**src/rtl/trace_pkg.sv**
```systemverilog
// Shared record type, widths and defaults for the o_reg trace capture block.
package trace_pkg;

    localparam int unsigned DEF_NUM_CH = 4;
    localparam int unsigned DEF_DATA_W = 4;
    localparam int unsigned DEF_TS_W   = 16;
    localparam int unsigned DEF_DEPTH  = 16;
    localparam int unsigned DROP_W     = 8;

    // Channel index width; a single channel still gets one bit.
    function automatic int unsigned ch_width(input int unsigned n);
        return (n > 1) ? $clog2(n) : 1;
    endfunction

    localparam int unsigned CH_W = ch_width(DEF_NUM_CH);

    typedef struct packed {
        logic [CH_W-1:0]       ch;
        logic [DEF_DATA_W-1:0] data;
        logic [DEF_TS_W-1:0]   ts;
    } trace_rec_t;

endpackage

```
**src/rtl/trace_fifo.sv**
```systemverilog
// Synchronous first-word-fall-through FIFO of trace records.
// When empty, head keeps showing the most recently popped record.
module trace_fifo
    import trace_pkg::*;
#(
    parameter int unsigned DEPTH = DEF_DEPTH,
    parameter type         rec_t = trace_rec_t
) (
    input  logic                   clk,
    input  logic                   reset_n,
    input  logic                   push,
    input  rec_t                   push_rec,
    input  logic                   pop,
    output rec_t                   head,
    output logic                   full,
    output logic                   empty,
    output logic [$clog2(DEPTH):0] level
);

    localparam int unsigned AW = $clog2(DEPTH);

    rec_t          mem_q [DEPTH];
    rec_t          last_q;
    logic [AW-1:0] wptr_q, rptr_q;
    logic [AW:0]   count_q;
    logic          do_push, do_pop;

    always_comb begin
        empty   = (count_q == '0);
        full    = (count_q == (AW+1)'(DEPTH));
        do_pop  = pop && !empty;
        // A pop frees the slot on the same edge, so a full FIFO may still accept.
        do_push = push && (!full || do_pop);
        head    = empty ? last_q : mem_q[rptr_q];
        level   = count_q;
    end

    always_ff @(posedge clk or negedge reset_n) begin
        if (!reset_n) begin
            for (int unsigned i = 0; i < DEPTH; i++) begin
                mem_q[i] <= '0;
            end
            last_q  <= '0;
            wptr_q  <= '0;
            rptr_q  <= '0;
            count_q <= '0;
        end else begin
            if (do_push) begin
                mem_q[wptr_q] <= push_rec;
                wptr_q        <= wptr_q + 1'b1;
            end
            if (do_pop) begin
                last_q <= mem_q[rptr_q];
                rptr_q <= rptr_q + 1'b1;
            end
            if (do_push && !do_pop) begin
                count_q <= count_q + 1'b1;
            end else if (!do_push && do_pop) begin
                count_q <= count_q - 1'b1;
            end
        end
    end

endmodule

```
**src/rtl/oreg_trace_capture.sv**
```systemverilog
// Timestamped change capture for the o_reg bus: detect, pend, round-robin push into a FIFO.
// Define TRACE_FILTER_EN to add the chan_mask input for per-channel filtering.
module oreg_trace_capture
    import trace_pkg::*;
#(
    parameter int unsigned NUM_CH = DEF_NUM_CH,
    parameter int unsigned DATA_W = DEF_DATA_W,
    parameter int unsigned TS_W   = DEF_TS_W,
    parameter int unsigned DEPTH  = DEF_DEPTH
) (
    input  logic                          clk,
    input  logic                          reset_n,
    input  logic                          enable,
    input  logic [NUM_CH*DATA_W-1:0]      o_reg_bus,
`ifdef TRACE_FILTER_EN
    input  logic [NUM_CH-1:0]             chan_mask,
`endif
    output logic                          rd_valid,
    input  logic                          rd_ready,
    output logic [ch_width(NUM_CH)-1:0]   rd_ch,
    output logic [DATA_W-1:0]             rd_data,
    output logic [TS_W-1:0]               rd_ts,
    output logic [$clog2(DEPTH):0]        level,
    output logic [DROP_W-1:0]             drop_cnt
);

    localparam int unsigned CH_BITS = ch_width(NUM_CH);

    typedef struct packed {
        logic [CH_BITS-1:0] ch;
        logic [DATA_W-1:0]  data;
        logic [TS_W-1:0]    ts;
    } rec_t;

    logic [TS_W-1:0]    ts_q, ts_d;
    logic [DATA_W-1:0]  prev_q [NUM_CH];
    logic [DATA_W-1:0]  cur [NUM_CH];
    logic [NUM_CH-1:0]  pending_q, pending_d, detect, live;
    logic [DATA_W-1:0]  pend_val_q [NUM_CH];
    logic [DATA_W-1:0]  pend_val_d [NUM_CH];
    logic [TS_W-1:0]    pend_ts_q [NUM_CH];
    logic [TS_W-1:0]    pend_ts_d [NUM_CH];
    logic [CH_BITS-1:0] rr_q, rr_d, gnt_ch;
    logic [DROP_W-1:0]  drop_q, drop_d;
    logic               gnt_valid, push, pop, full, empty;
    rec_t               push_rec, head;

`ifdef TRACE_FILTER_EN
    always_comb live = chan_mask;
`else
    always_comb live = '1;
`endif

    always_comb begin
        for (int unsigned c = 0; c < NUM_CH; c++) begin
            cur[c]    = o_reg_bus[c*DATA_W +: DATA_W];
            detect[c] = enable && live[c] && (cur[c] != prev_q[c]);
        end
    end

    // Round-robin search starting at rr_q.
    always_comb begin
        int unsigned idx;
        gnt_valid = 1'b0;
        gnt_ch    = '0;
        for (int unsigned i = 0; i < NUM_CH; i++) begin
            idx = (32'(rr_q) + i) % NUM_CH;
            if (!gnt_valid && pending_q[idx] && live[idx]) begin
                gnt_valid = 1'b1;
                gnt_ch    = CH_BITS'(idx);
            end
        end
        pop      = rd_valid && rd_ready;
        push     = gnt_valid && (!full || pop);
        push_rec = '{ch: gnt_ch, data: pend_val_q[gnt_ch], ts: pend_ts_q[gnt_ch]};
    end

    always_comb begin
        ts_d       = enable ? ts_q + 1'b1 : ts_q;
        pending_d  = pending_q;
        pend_val_d = pend_val_q;
        pend_ts_d  = pend_ts_q;
        drop_d     = drop_q;
        rr_d       = rr_q;
        if (push) begin
            pending_d[gnt_ch] = 1'b0;
            rr_d = (gnt_ch == CH_BITS'(NUM_CH - 1)) ? '0 : gnt_ch + 1'b1;
        end
        for (int unsigned c = 0; c < NUM_CH; c++) begin
            if (detect[c]) begin
                // Only an unsent pending value is lost; one leaving this edge is not.
                if (pending_q[c] && !(push && gnt_ch == CH_BITS'(c)) && drop_d != '1) begin
                    drop_d = drop_d + 1'b1;
                end
                pending_d[c]  = 1'b1;
                pend_val_d[c] = cur[c];
                pend_ts_d[c]  = ts_q;
            end
        end
        pending_d = pending_d & live;
    end

    always_ff @(posedge clk or negedge reset_n) begin
        if (!reset_n) begin
            ts_q      <= '0;
            pending_q <= '0;
            rr_q      <= '0;
            drop_q    <= '0;
            for (int unsigned c = 0; c < NUM_CH; c++) begin
                prev_q[c]     <= '0;
                pend_val_q[c] <= '0;
                pend_ts_q[c]  <= '0;
            end
        end else begin
            ts_q       <= ts_d;
            pending_q  <= pending_d;
            pend_val_q <= pend_val_d;
            pend_ts_q  <= pend_ts_d;
            rr_q       <= rr_d;
            drop_q     <= drop_d;
            // Tracks the bus even when disabled so re-enabling emits nothing stale.
            prev_q     <= cur;
        end
    end

    trace_fifo #(
        .DEPTH (DEPTH),
        .rec_t (rec_t)
    ) u_fifo (
        .clk      (clk),
        .reset_n  (reset_n),
        .push     (push),
        .push_rec (push_rec),
        .pop      (pop),
        .head     (head),
        .full     (full),
        .empty    (empty),
        .level    (level)
    );

    always_comb begin
        rd_valid = !empty;
        rd_ch    = head.ch;
        rd_data  = head.data;
        rd_ts    = head.ts;
        drop_cnt = drop_q;
    end

endmodule

```
**config.mk**
```make
export PLATFORM = sky130hd
export DESIGN_NAME = oreg_trace_capture
export DESIGN_NICKNAME = d
export VERILOG_FILES = /design/src/rtl/trace_pkg.sv /design/src/rtl/trace_fifo.sv /design/src/rtl/oreg_trace_capture.sv
export SDC_FILE = /design/constraint.sdc
export NUM_CORES = 1
export LEC_CHECK = 0
export CORE_MARGIN = 2
export CORE_UTILIZATION = 69
export CTS_BUF_LIST = sky130_fd_sc_hd__clkbuf_4 sky130_fd_sc_hd__clkbuf_8
export CTS_CLUSTER_DIAMETER = 200
export DETAILED_ROUTE_END_ITERATION = 8
export PLACE_DENSITY = 0.95
export SYNTH_ARGS = -nofsm -noshare
export SYNTH_HDL_FRONTEND = slang
export SYNTH_SLANG_ARGS = --single-unit
```
**constraint.sdc**
```tcl
create_clock -name clk -period 17.7 [get_ports clk]
set_input_delay 3.54 -clock clk [delete_from_list [all_inputs] [get_ports clk]]
set_output_delay 3.54 -clock clk [all_outputs]
set_load 0.05 [all_outputs]
```
==> impl_metrics.env, run 1 <==
export IMPL_status="complete, no violations"
export IMPL_slew_limit_headroom_pct=6.75
export IMPL_clk_insertion_delay_late_ps=650
export IMPL_yosys_area_top_type="sky130_fd_sc_hd__dfrtp_1"
export IMPL_route_vias_total=18600
export IMPL_critical_path_endpoint_type="flip-flop"
export IMPL_async_flop_share_pct=100
export IMPL_setup_tns_ps=0
export IMPL_transition_time_at_the_pin_with_the_least_slew_margin_ps=1390
export IMPL_ys_seq_area_share_pct=54.8
export IMPL_layout_cells_most_common_list="sky130_fd_sc_hd__nand2_1, sky130_fd_sc_hd__dfrtp_1, sky130_fd_sc_hd__o21ai_0"
export IMPL_fp_dieH_um=188
export IMPL_clock_skew_final_ps=34.0
export IMPL_cts_repair_timing_setup_buffer_count=0
export IMPL_multi_input_area_mm2=0.00997
export IMPL_largest_net_degree_at_the_start_of_global_routing=132
export IMPL_synth_enable_flop_cells=0
export IMPL_finalWirelength_um=64500
export IMPL_hold_path_startpoint="pend_ts_q[44]"
export IMPL_cts_inserted_buffers=80
export IMPL_postSynthRegisterBits=513
export IMPL_register_area_mm2=0.0128
export IMPL_antenna_violating_nets_post_route=0
export IMPL_layout_min_cycle_time_ps=8420
export IMPL_cap_violations=0
export IMPL_cts_sink_count=513
export IMPL_finalWeightedCongestion=0.841
export IMPL_grt_antenna_before_repair=0
export IMPL_vdd_ir_drop_max_mv=0.178
export IMPL_floorplan_die_area_mm2=0.0354
export IMPL_globalRouteTotalUtil_pct=37.7
export IMPL_critical_path_max_fanout=24
export IMPL_area_growth_pct=10.8
export IMPL_crit_reg2reg_launch="pending_q[0]"
export IMPL_post_route_period_util_pct=47.6
export IMPL_first_global_vias=19800
export IMPL_fin_hold_viols=0
export IMPL_htreeDepth=3
export IMPL_antenna_cells_inserted=0
export IMPL_cts_root_buf="sky130_fd_sc_hd__clkbuf_8"
export IMPL_report_final_slew_viol_count=0
export IMPL_gr_total_overflow=0
export IMPL_fillCellCount=1757
export IMPL_post_synth_inst_count=2205
export IMPL_cell_pwr_density_mw_per_mm2=219
export IMPL_final_nets=2244
export IMPL_mappedNetlistNets=2243
export IMPL_max_freq_ghz=0.119
export IMPL_post_synth_instance_area_mm2=0.0234
export IMPL_final_setup_viol_count=0
export IMPL_synth_yosys_warnings=0
export IMPL_cts_max_path_buffers=3
export IMPL_reg2regPathDepth=25
export IMPL_cts_tree="done"
export IMPL_timing_hold_worst_endpoint="pend_ts_q[44]"
export IMPL_synth_top_flop_cell="sky130_fd_sc_hd__dfrtp_1"
export IMPL_place_detailed_hpwl_um=35800
export IMPL_r2r_end="drop_cnt[5]"
export IMPL_start_util_pct=70.0
export IMPL_io_buffers=55
export IMPL_ctsHoldBuffers=0
export IMPL_die_width_um=188
export IMPL_remaining_drc_errors=0
export IMPL_timing_critical_path_from_type="input pin"
export IMPL_fraction_of_synthesized_cell_area_taken_by_the_top_area_cell_type_pct=54.8
export IMPL_power_leakage_nw=11.8
export IMPL_placeableCoreArea_mm2=0.0334
export IMPL_hp_class="reg -> reg"
export IMPL_reg2reg_setup_slack_ps=11930
export IMPL_critical_path_arrival_ps=8900
export IMPL_rows=67
export IMPL_hold_path_depth=2
export IMPL_synth_area_leaders="sky130_fd_sc_hd__dfrtp_1, sky130_fd_sc_hd__nand2_1, sky130_fd_sc_hd__mux4_2"
export IMPL_finalCoreUtilization_pct=77.6
export IMPL_detailedRoute_firstPassIterationCount=6
export IMPL_cp_data_required_time_ps=18180
export IMPL_ys_types=78
export IMPL_ctsResizeCount=0
export IMPL_proportion_of_layout_cells_with_a_drive_suffix_above_1_pct=17.5
export IMPL_final_common_cell="sky130_fd_sc_hd__nand2_1"
export IMPL_detail_route_iter0_violations=2495
export IMPL_grt_pass1_wl_um=103000
export IMPL_syn_area_per_cell_um2=10.6
export IMPL_clk_pin_slew_worst_paths_ps=60
export IMPL_rsz_0062_raised_after_global_routing="no"
export IMPL_worstSetupPathType="in -> reg"
export IMPL_detail_route_vias_per_cell=6.85
export IMPL_wire_per_inst_um=23.8
export IMPL_ioPinCount=56
[sequential cells by signal, indices dropped and copies added (netlist names), 5 cells and up]
name,cells
prev_q,16
u_fifo.mem_q,352
drop_cnt,8
pend_ts_q,64
u_fifo.last_q,22
u_fifo.level,5
ts_q,16
pend_val_q,16
[layout make-up]
cell class | instances | share of cell area [%]
Sequential cell | 513 | 49.5
Multi-Input combinational cell | 1509 | 38.4
Clock buffer | 127 | 6.28
Timing Repair Buffer | 83 | 2.95
Tap cell | 448 | 2.16
Clock inverter | 13 | 0.386
Inverter | 19 | 0.275
[cell families (layout without fill, tap and decap cells)]
group	Yosys count	count (layout)	share of synthesized area, %
and+or+nand+nor	822	822	14.5
DFF	513	513	54.8
AOI/OAI and AO/OA	426	426	10.3
buffers and inverters	183	242	3.00
muxes	181	181	14.0
xor gates and xnor gates	62	62	2.32
adders and majority gates	18	18	0.994
[cell usage after synthesis (all sizes together) (3+ instances only)]
cell type / n
ha: 17
a211oi: 3
and4: 3
a21oi: 13
mux4: 110
nand3: 68
o22ai: 4
and2: 4
dfrtp: 513
nand2: 668
a21o: 3
nor4: 5
mux2: 69
nor2: 25
o21ai: 366
xor2: 24
o41ai: 4
nor2b: 4
nor3b: 4
xnor2: 38
buf: 21
or2: 6
and3: 6
a31oi: 8
inv: 19
nand4: 16
nand2b: 4
clkbuf: 143
[how the worst max path moves through the flow]
| stage | end | slack, ps | cells after the start | from |
|---|---|---|---|---|
| global placement | drop_cnt[5] | 8870 | 20 | enable |
| CTS | rd_ts[7] | 9250 | 5 | u_fifo.rptr_q[0] |
| floorplan | drop_cnt[5] | 10080 | 19 | o_reg_bus[3] |
| global route | drop_cnt[5] | 8830 | 20 | enable |
| finish | drop_cnt[5] | 9280 | 20 | enable |
| detailed placement | drop_cnt[5] | 8700 | 20 | enable |
[stage by stage]
step	power [mW]	instances	area (um^2)	worst slack, ps	hold slack [ps]
floorplan	3.69	2205	23400	10080	442
global placement	4.27	2572	24200	8870	453
detailed placement	4.46	2572	24200	8700	463
CTS	5.61	2712	25900	9250	478
global route	5.95	2712	25900	8830	498
finish	5.68	2712	25900	9280	475
[per-layer routing]
layer	share of wire, %	global-route usage, %	routed length (um)	vias to the layer above
met4	6.6	24.1	4230	0
met2	49	60.6	31600	1419
li1	-	-	-	7591
met5	0	0	0	-
met1	34	46.5	22000	9162
met3	10	9.01	6650	414
[critical path, stage by stage]
cell	delay, ps
sky130_fd_sc_hd__clkdlybuf4s50_1	920
sky130_fd_sc_hd__o41ai_4	180
sky130_fd_sc_hd__buf_4	270
sky130_fd_sc_hd__nor3_2	370
sky130_fd_sc_hd__xnor2_1	210
sky130_fd_sc_hd__inv_1	110
sky130_fd_sc_hd__ha_1	230
sky130_fd_sc_hd__nand3_1	140
sky130_fd_sc_hd__o22ai_2	140
sky130_fd_sc_hd__a31oi_2	390
sky130_fd_sc_hd__mux2i_1	300
sky130_fd_sc_hd__inv_1	90
sky130_fd_sc_hd__ha_1	240
sky130_fd_sc_hd__a21bo_2	260
sky130_fd_sc_hd__nor2_2	60
sky130_fd_sc_hd__a21oi_2	350
sky130_fd_sc_hd__mux2i_2	380
sky130_fd_sc_hd__nor3b_2	430
sky130_fd_sc_hd__a2bb2o_4	190
sky130_fd_sc_hd__xnor2_1	60
[power by group]
part           internal (mW)  switching, mW  total [mW]
combinational          0.951           1.66        2.61
sequential              1.61          0.386        2.00
clock                  0.598          0.470        1.07
total                   3.16           2.52        5.68
No activity file was read; power rests on OpenSTA's default activity.
==> run 2, diff against run 1 <==
CORE_UTILIZATION = 58   (was 69)
PLACE_DENSITY = 0.89   (was 0.95)
clock period = 6.88 ns   (was 17.7 ns; I/O delays follow)
==> impl_metrics.env, run 2 (same netlist as run 1, synthesis figures left out) <==
export IMPL_ctsHoldBuffers=0
export IMPL_first_global_vias=18000
export IMPL_cp_buffers_inverters=2
export IMPL_cp_data_required_time_ps=7390
export IMPL_top_register="u_fifo.mem_q"
export IMPL_worstSetupPathType="in -> reg"
export IMPL_crit_path_top_delay_cell="sky130_fd_sc_hd__clkdlybuf4s50_1"
export IMPL_critical_path_endpoint_type="flip-flop"
export IMPL_finalWeightedCongestion=0.843
export IMPL_cap_violations=0
export IMPL_gr_usage_met3_pct=6.08
export IMPL_floorplan_die_area_mm2=0.0420
export IMPL_proportion_of_layout_cells_with_a_drive_suffix_above_1_pct=17.4
export IMPL_layout_min_cycle_time_ps=5870
export IMPL_finalWirelength_um=57500
export IMPL_finalCoreUtilization_pct=65.4
export IMPL_cell_pwr_density_mw_per_mm2=545
export IMPL_detailedRoute_firstPassIterationCount=5
export IMPL_antenna_cells_inserted=0
export IMPL_timing_critical_path_from_type="input pin"
export IMPL_gr_total_overflow=0
export IMPL_route_vias_total=17400
export IMPL_report_final_slew_viol_count=0
export IMPL_fp_dieH_um=205
export IMPL_total_power_mw=14.2
export IMPL_final_nets=2254
export IMPL_biggestRegsByFlops="u_fifo.mem_q: 352 flops, pend_ts_q: 64 flops, u_fifo.last_q: 22 flops"
export IMPL_cts_root_buf="sky130_fd_sc_hd__clkbuf_8"
export IMPL_globalRouteTotalUtil_pct=28.3
export IMPL_reg2reg_setup_slack_ps=1090
export IMPL_cp_endpoint="drop_cnt[5]"
export IMPL_detail_route_iter0_violations=1934
export IMPL_status="complete, no violations"
export IMPL_antenna_violating_nets_post_route=0
export IMPL_cts_repair_timing_setup_buffer_count=0
export IMPL_transition_time_at_the_pin_with_the_least_slew_margin_ps=1070
export IMPL_clk_pin_slew_worst_paths_ps=60
export IMPL_wire_per_inst_um=20.5
export IMPL_fin_hold_viols=0
export IMPL_detail_route_vias_per_cell=6.23
export IMPL_vdd_ir_drop_max_mv=0.297
export IMPL_cts_max_path_buffers=3
export IMPL_fillCellCount=2838
export IMPL_htreeDepth=3
export IMPL_layout_cells_most_common_list="sky130_fd_sc_hd__nand2_1, sky130_fd_sc_hd__dfrtp_1, sky130_fd_sc_hd__o21ai_0"
export IMPL_setup_tns_ps=0
export IMPL_grt_pass1_wl_um=92400
export IMPL_critical_path_max_fanout=8
export IMPL_max_stage_delay_ps=500
export IMPL_reg2regPathDepth=25
export IMPL_cts_tree="done"
export IMPL_remaining_drc_errors=0
export IMPL_critical_path_arrival_ps=6380
export IMPL_critical_path_cell_count=20
export IMPL_rsz_0062_raised_after_global_routing="no"
export IMPL_area_growth_pct=11.3
export IMPL_placeableCoreArea_mm2=0.0398
export IMPL_clock_skew_final_ps=36.6
export IMPL_cts_sink_count=513
export IMPL_rows=73
export IMPL_final_common_cell="sky130_fd_sc_hd__nand2_1"
export IMPL_io_buffers=55
export IMPL_crit_reg2reg_launch="pending_q[0]"
export IMPL_critical_path_top_delay_family="simple AND/OR/NAND/NOR gates"
export IMPL_final_setup_viol_count=0
export IMPL_clk_insertion_delay_late_ps=640
export IMPL_setup_worst_path_start="rd_ready"
export IMPL_power_leakage_nw=11.9
export IMPL_gr_max_usage_layer="met2"
export IMPL_cp_cell_sequence="clkdlybuf4s50_1 -> and3b_1 -> a21oi_2 -> nor3_2 -> nand2_1 -> nand2_1 -> ha_1 -> nand3_1 -> o22ai_2 -> a31oi_2 -> xnor2_1 -> inv_1 -> ha_1 -> a21bo_2 -> nor2_2 -> a21oi_2 -> mux2i_2 -> nor3b_2 -> a2bb2o_4 -> xnor2_1"
export IMPL_grt_util_met2_pct=47.2
export IMPL_hp_class="reg -> reg"
export IMPL_largest_net_degree_at_the_start_of_global_routing=181
export IMPL_largest_reg_flops=352
export IMPL_final_design_area_no_fill_mm2=0.0261
export IMPL_place_detailed_hpwl_um=34300
export IMPL_post_route_period_util_pct=85.3
export IMPL_groute_layer_met1_usage_pct=36.3
export IMPL_postPlaceCellArea_mm2=0.0244
export IMPL_cts_inserted_buffers=80
export IMPL_ioPinCount=56
export IMPL_r2r_end="drop_cnt[5]"
export IMPL_max_freq_ghz=0.170
export IMPL_grt_antenna_before_repair=0
export IMPL_die_width_um=205
export IMPL_start_util_pct=58.8
export IMPL_slew_limit_headroom_pct=28.5
export IMPL_ctsResizeCount=0
## run 2: changes by cell type in the layout (fill, tap and decap cells not counted)
cell / change
sky130_fd_sc_hd__buf_12: +3
sky130_fd_sc_hd__buf_4: +7
sky130_fd_sc_hd__clkbuf_4: +5
sky130_fd_sc_hd__clkbuf_8: -8
sky130_fd_sc_hd__clkinv_2: -1
sky130_fd_sc_hd__clkinv_4: +1
sky130_fd_sc_hd__dfrtp_1: +1
sky130_fd_sc_hd__dfrtp_2: -1
sky130_fd_sc_hd__inv_6: -1
sky130_fd_sc_hd__inv_8: +3
sky130_fd_sc_hd__nand3_1: +9
sky130_fd_sc_hd__nand3_2: -9
## run 2: per-layer routing
| layer | share of wire [%] | vias up |
|---|---|---|
| met5 | 0 | - |
| met4 | 3.4 | 0 |
| met3 | 8.7 | 182 |
| met2 | 49 | 863 |
| met1 | 39 | 8760 |
| li1 | - | 7617 |
## run 2: where the power goes
part	switching, mW	internal [mW]
Clock	1.19	1.48
Sequential	0.855	4.14
Combinational	4.08	2.46
Total	6.13	8.08
## run 2: metrics by stage
stage	setup WS, ps	hold WS (ps)	cells
after floorplan	1140	442	2205
after global placement	601	453	2659
after detailed placement	388	459	2659
after CTS	1050	474	2798
after global routing	560	491	2798
final	1010	470	2798
## run 2: worst reg2reg max path, cell delays in order (launching register included)
cell	delay (ps)
sky130_fd_sc_hd__dfrtp_1	400
sky130_fd_sc_hd__inv_1	110
sky130_fd_sc_hd__nor2_1	70
sky130_fd_sc_hd__a21oi_1	140
sky130_fd_sc_hd__nor2_1	60
sky130_fd_sc_hd__a211o_1	300
sky130_fd_sc_hd__ha_1	210
sky130_fd_sc_hd__nor2b_1	180
sky130_fd_sc_hd__a21oi_2	100
sky130_fd_sc_hd__nor3_2	410
sky130_fd_sc_hd__nand2_1	140
sky130_fd_sc_hd__nand2_1	120
sky130_fd_sc_hd__ha_1	220
sky130_fd_sc_hd__nand3_1	150
sky130_fd_sc_hd__o22ai_2	270
sky130_fd_sc_hd__a31oi_2	240
sky130_fd_sc_hd__xnor2_1	350
sky130_fd_sc_hd__inv_1	160
sky130_fd_sc_hd__ha_1	250
sky130_fd_sc_hd__a21bo_2	260
sky130_fd_sc_hd__nor2_2	60
sky130_fd_sc_hd__a21oi_2	360
sky130_fd_sc_hd__mux2i_2	450
sky130_fd_sc_hd__nor3b_2	420
sky130_fd_sc_hd__a2bb2o_4	180
sky130_fd_sc_hd__xnor2_1	50
## run 2: final cells by class
cell class / count / area, um^2 / share of cell area (%)
multi-input cells: 1509 / 9920 / 38.1
well taps: 525 / 657 / 2.52
repair buffers: 93 / 878 / 3.37
clock buffers: 124 / 1560 / 5.97
clock inverters: 15 / 129 / 0.495
flip-flops and latches: 513 / 12800 / 49.3
inverters: 19 / 71.3 / 0.274
## run 2: worst min path at each step
stage | startpoint | cells past startpoint | slack (ps) | end
final | u_fifo.last_q[5] | 2 | 470 | u_fifo.last_q[5]
after global routing | u_fifo.mem_q[108] | 2 | 490 | u_fifo.mem_q[108]
after CTS | u_fifo.last_q[5] | 2 | 470 | u_fifo.last_q[5]
after detailed placement | u_fifo.last_q[11] | 2 | 460 | u_fifo.last_q[11]
after global placement | u_fifo.last_q[1] | 2 | 450 | u_fifo.last_q[1]
after floorplan | u_fifo.last_q[0] | 2 | 440 | u_fifo.last_q[0]
==> run 3, diff against run 2 <==
CTS_CLUSTER_SIZE = 16   (was not set)
==> impl_metrics.env, run 3 (same netlist as run 1, synthesis figures left out) <==
export IMPL_status="complete, no violations"
export IMPL_reg2regPathDepth=25
export IMPL_top_register="u_fifo.mem_q"
export IMPL_critical_path_max_fanout=12
export IMPL_antenna_violating_nets_post_route=0
export IMPL_route_vias_total=16900
export IMPL_grt_antenna_before_repair=1
export IMPL_vdd_ir_drop_max_mv=0.296
export IMPL_crit_reg2reg_launch="pending_q[0]"
export IMPL_critical_path_arrival_ps=6390
export IMPL_place_detailed_hpwl_um=34300
export IMPL_cts_repair_timing_setup_buffer_count=0
export IMPL_multi_input_area_mm2=0.00992
export IMPL_fillCellCount=3006
export IMPL_slew_limit_headroom_pct=29.4
export IMPL_first_global_vias=17400
export IMPL_power_leakage_nw=11.3
export IMPL_largest_net_degree_at_the_start_of_global_routing=181
export IMPL_rsz_0062_raised_after_global_routing="no"
export IMPL_critical_path_endpoint_type="flip-flop"
export IMPL_io_buffers=55
export IMPL_globalRouteTotalUtil_pct=27.4
export IMPL_transition_time_at_the_pin_with_the_least_slew_margin_ps=1060
export IMPL_start_util_pct=58.8
export IMPL_fin_hold_viols=0
export IMPL_final_common_cell="sky130_fd_sc_hd__nand2_1"
export IMPL_timing_critical_path_from_type="input pin"
export IMPL_r2r_end="drop_cnt[5]"
export IMPL_ctsResizeCount=0
export IMPL_setup_worst_path_start="rd_ready"
export IMPL_finalWirelength_um=55700
export IMPL_antenna_cells_inserted=0
export IMPL_clk_insertion_delay_late_ps=620
export IMPL_floorplan_die_area_mm2=0.0420
export IMPL_layout_cells_most_common_list="sky130_fd_sc_hd__nand2_1, sky130_fd_sc_hd__dfrtp_1, sky130_fd_sc_hd__o21ai_0"
export IMPL_cts_sink_count=513
export IMPL_rows=73
export IMPL_total_power_mw=13.0
export IMPL_max_freq_ghz=0.169
export IMPL_detailedRoute_firstPassIterationCount=8
export IMPL_gr_total_overflow=0
export IMPL_cell_pwr_density_mw_per_mm2=520
export IMPL_reg2reg_setup_slack_ps=1080
export IMPL_setup_tns_ps=0
export IMPL_register_area_mm2=0.0128
export IMPL_report_final_slew_viol_count=0
export IMPL_cts_tree="done"
export IMPL_layout_min_cycle_time_ps=5900
export IMPL_clk_pin_slew_worst_paths_ps=120
export IMPL_area_growth_pct=6.62
export IMPL_placeableCoreArea_mm2=0.0398
export IMPL_hp_class="reg -> reg"
export IMPL_wire_per_inst_um=20.6
export IMPL_cp_data_required_time_ps=7370
export IMPL_die_width_um=205
export IMPL_cts_root_buf="sky130_fd_sc_hd__clkbuf_8"
export IMPL_cap_violations=0
export IMPL_cp_endpoint="drop_cnt[5]"
export IMPL_final_nets=2212
export IMPL_fp_dieH_um=205
export IMPL_detail_route_vias_per_cell=6.25
export IMPL_worstSetupPathType="in -> reg"
export IMPL_post_route_period_util_pct=85.8
export IMPL_proportion_of_layout_cells_with_a_drive_suffix_above_1_pct=13.9
export IMPL_ctsHoldBuffers=0
export IMPL_grt_pass1_wl_um=89800
export IMPL_finalWeightedCongestion=0.843
export IMPL_biggestRegsByFlops="u_fifo.mem_q: 352 flops, pend_ts_q: 64 flops, u_fifo.last_q: 22 flops"
export IMPL_ioPinCount=56
export IMPL_remaining_drc_errors=0
export IMPL_cts_inserted_buffers=38
export IMPL_htreeDepth=2
export IMPL_cts_max_path_buffers=3
export IMPL_clock_skew_final_ps=42.4
export IMPL_final_setup_viol_count=0
export IMPL_detail_route_iter0_violations=1996
export IMPL_largest_reg_flops=352
[run 3: cell count changes in the layout (fill, tap and decap cells not counted), sizes merged]
cell	previous run	this run
clkinv	9	0
inv	23	22
bufinv	1	0
clkbuf	124	42
clkinvlp	1	0
[run 3: per-stage QoR]
stage | hold slack (ps) | util, % | instances | instance area (um^2) | worst slack, ps
detailed placement | 459 | 61.2 | 2659 | 24400 | 388
global placement | 453 | 61.2 | 2659 | 24400 | 601
global route | 499 | 62.7 | 2704 | 25000 | 548
finish | 477 | 62.7 | 2704 | 25000 | 976
CTS | 482 | 62.7 | 2704 | 25000 | 1020
floorplan | 442 | - | 2205 | 23400 | 1140
[run 3: worst min path at each step]
| stage | to | cells past startpoint | start | slack, ps |
|---|---|---|---|---|
| floorplan | u_fifo.last_q[0] | 2 | u_fifo.last_q[0] | 440 |
| global placement | u_fifo.last_q[1] | 2 | u_fifo.last_q[1] | 450 |
| detailed placement | u_fifo.last_q[11] | 2 | u_fifo.last_q[11] | 460 |
| CTS | u_fifo.last_q[11] | 2 | u_fifo.last_q[11] | 480 |
| global route | u_fifo.mem_q[108] | 2 | u_fifo.mem_q[108] | 500 |
| finish | u_fifo.last_q[17] | 2 | u_fifo.last_q[17] | 480 |
[run 3: power by group]
group          internal, mW  leakage (nW)  switching (mW)  total [mW]
sequential             4.13          6.57           0.840        4.97
combinational          2.46          4.40            4.06        6.52
clock                 0.541         0.311           0.947        1.49
total                  7.13          11.3            5.84        13.0
[run 3: layout make-up]
class / count / area share (%)
multi-input cells: 1509 / 39.7
flip-flops and latches: 513 / 51.4
well taps: 525 / 2.63
repair buffers: 93 / 3.52
clock buffers: 42 / 2.24
inverters: 19 / 0.286
clock inverters: 3 / 0.135
[run 3: critical path: stages]
cell and delay [ps]:
sky130_fd_sc_hd__clkdlybuf4s50_1 500, sky130_fd_sc_hd__and3b_1 290, sky130_fd_sc_hd__a21o_1 380, sky130_fd_sc_hd__nand3_1 220, sky130_fd_sc_hd__nand2_1 140, sky130_fd_sc_hd__nand2_1 80, sky130_fd_sc_hd__ha_1 250, sky130_fd_sc_hd__nand3_1 150
sky130_fd_sc_hd__o22ai_2 140, sky130_fd_sc_hd__a31oi_2 410, sky130_fd_sc_hd__xnor2_1 240, sky130_fd_sc_hd__inv_1 160, sky130_fd_sc_hd__ha_1 260, sky130_fd_sc_hd__a21bo_2 260, sky130_fd_sc_hd__nor2_2 70, sky130_fd_sc_hd__a21oi_2 360
sky130_fd_sc_hd__mux2i_2 450, sky130_fd_sc_hd__nor3b_2 420, sky130_fd_sc_hd__a2bb2o_4 180, sky130_fd_sc_hd__xnor2_1 50
[run 3: per-layer routing]
layer	vias up	wire [um]	track usage, %
li1	7478	-	-
met1	8516	21700	36.0
met2	771	27400	45.6
met3	143	4820	5.20
met4	0	1730	10.4
met5	-	0	0
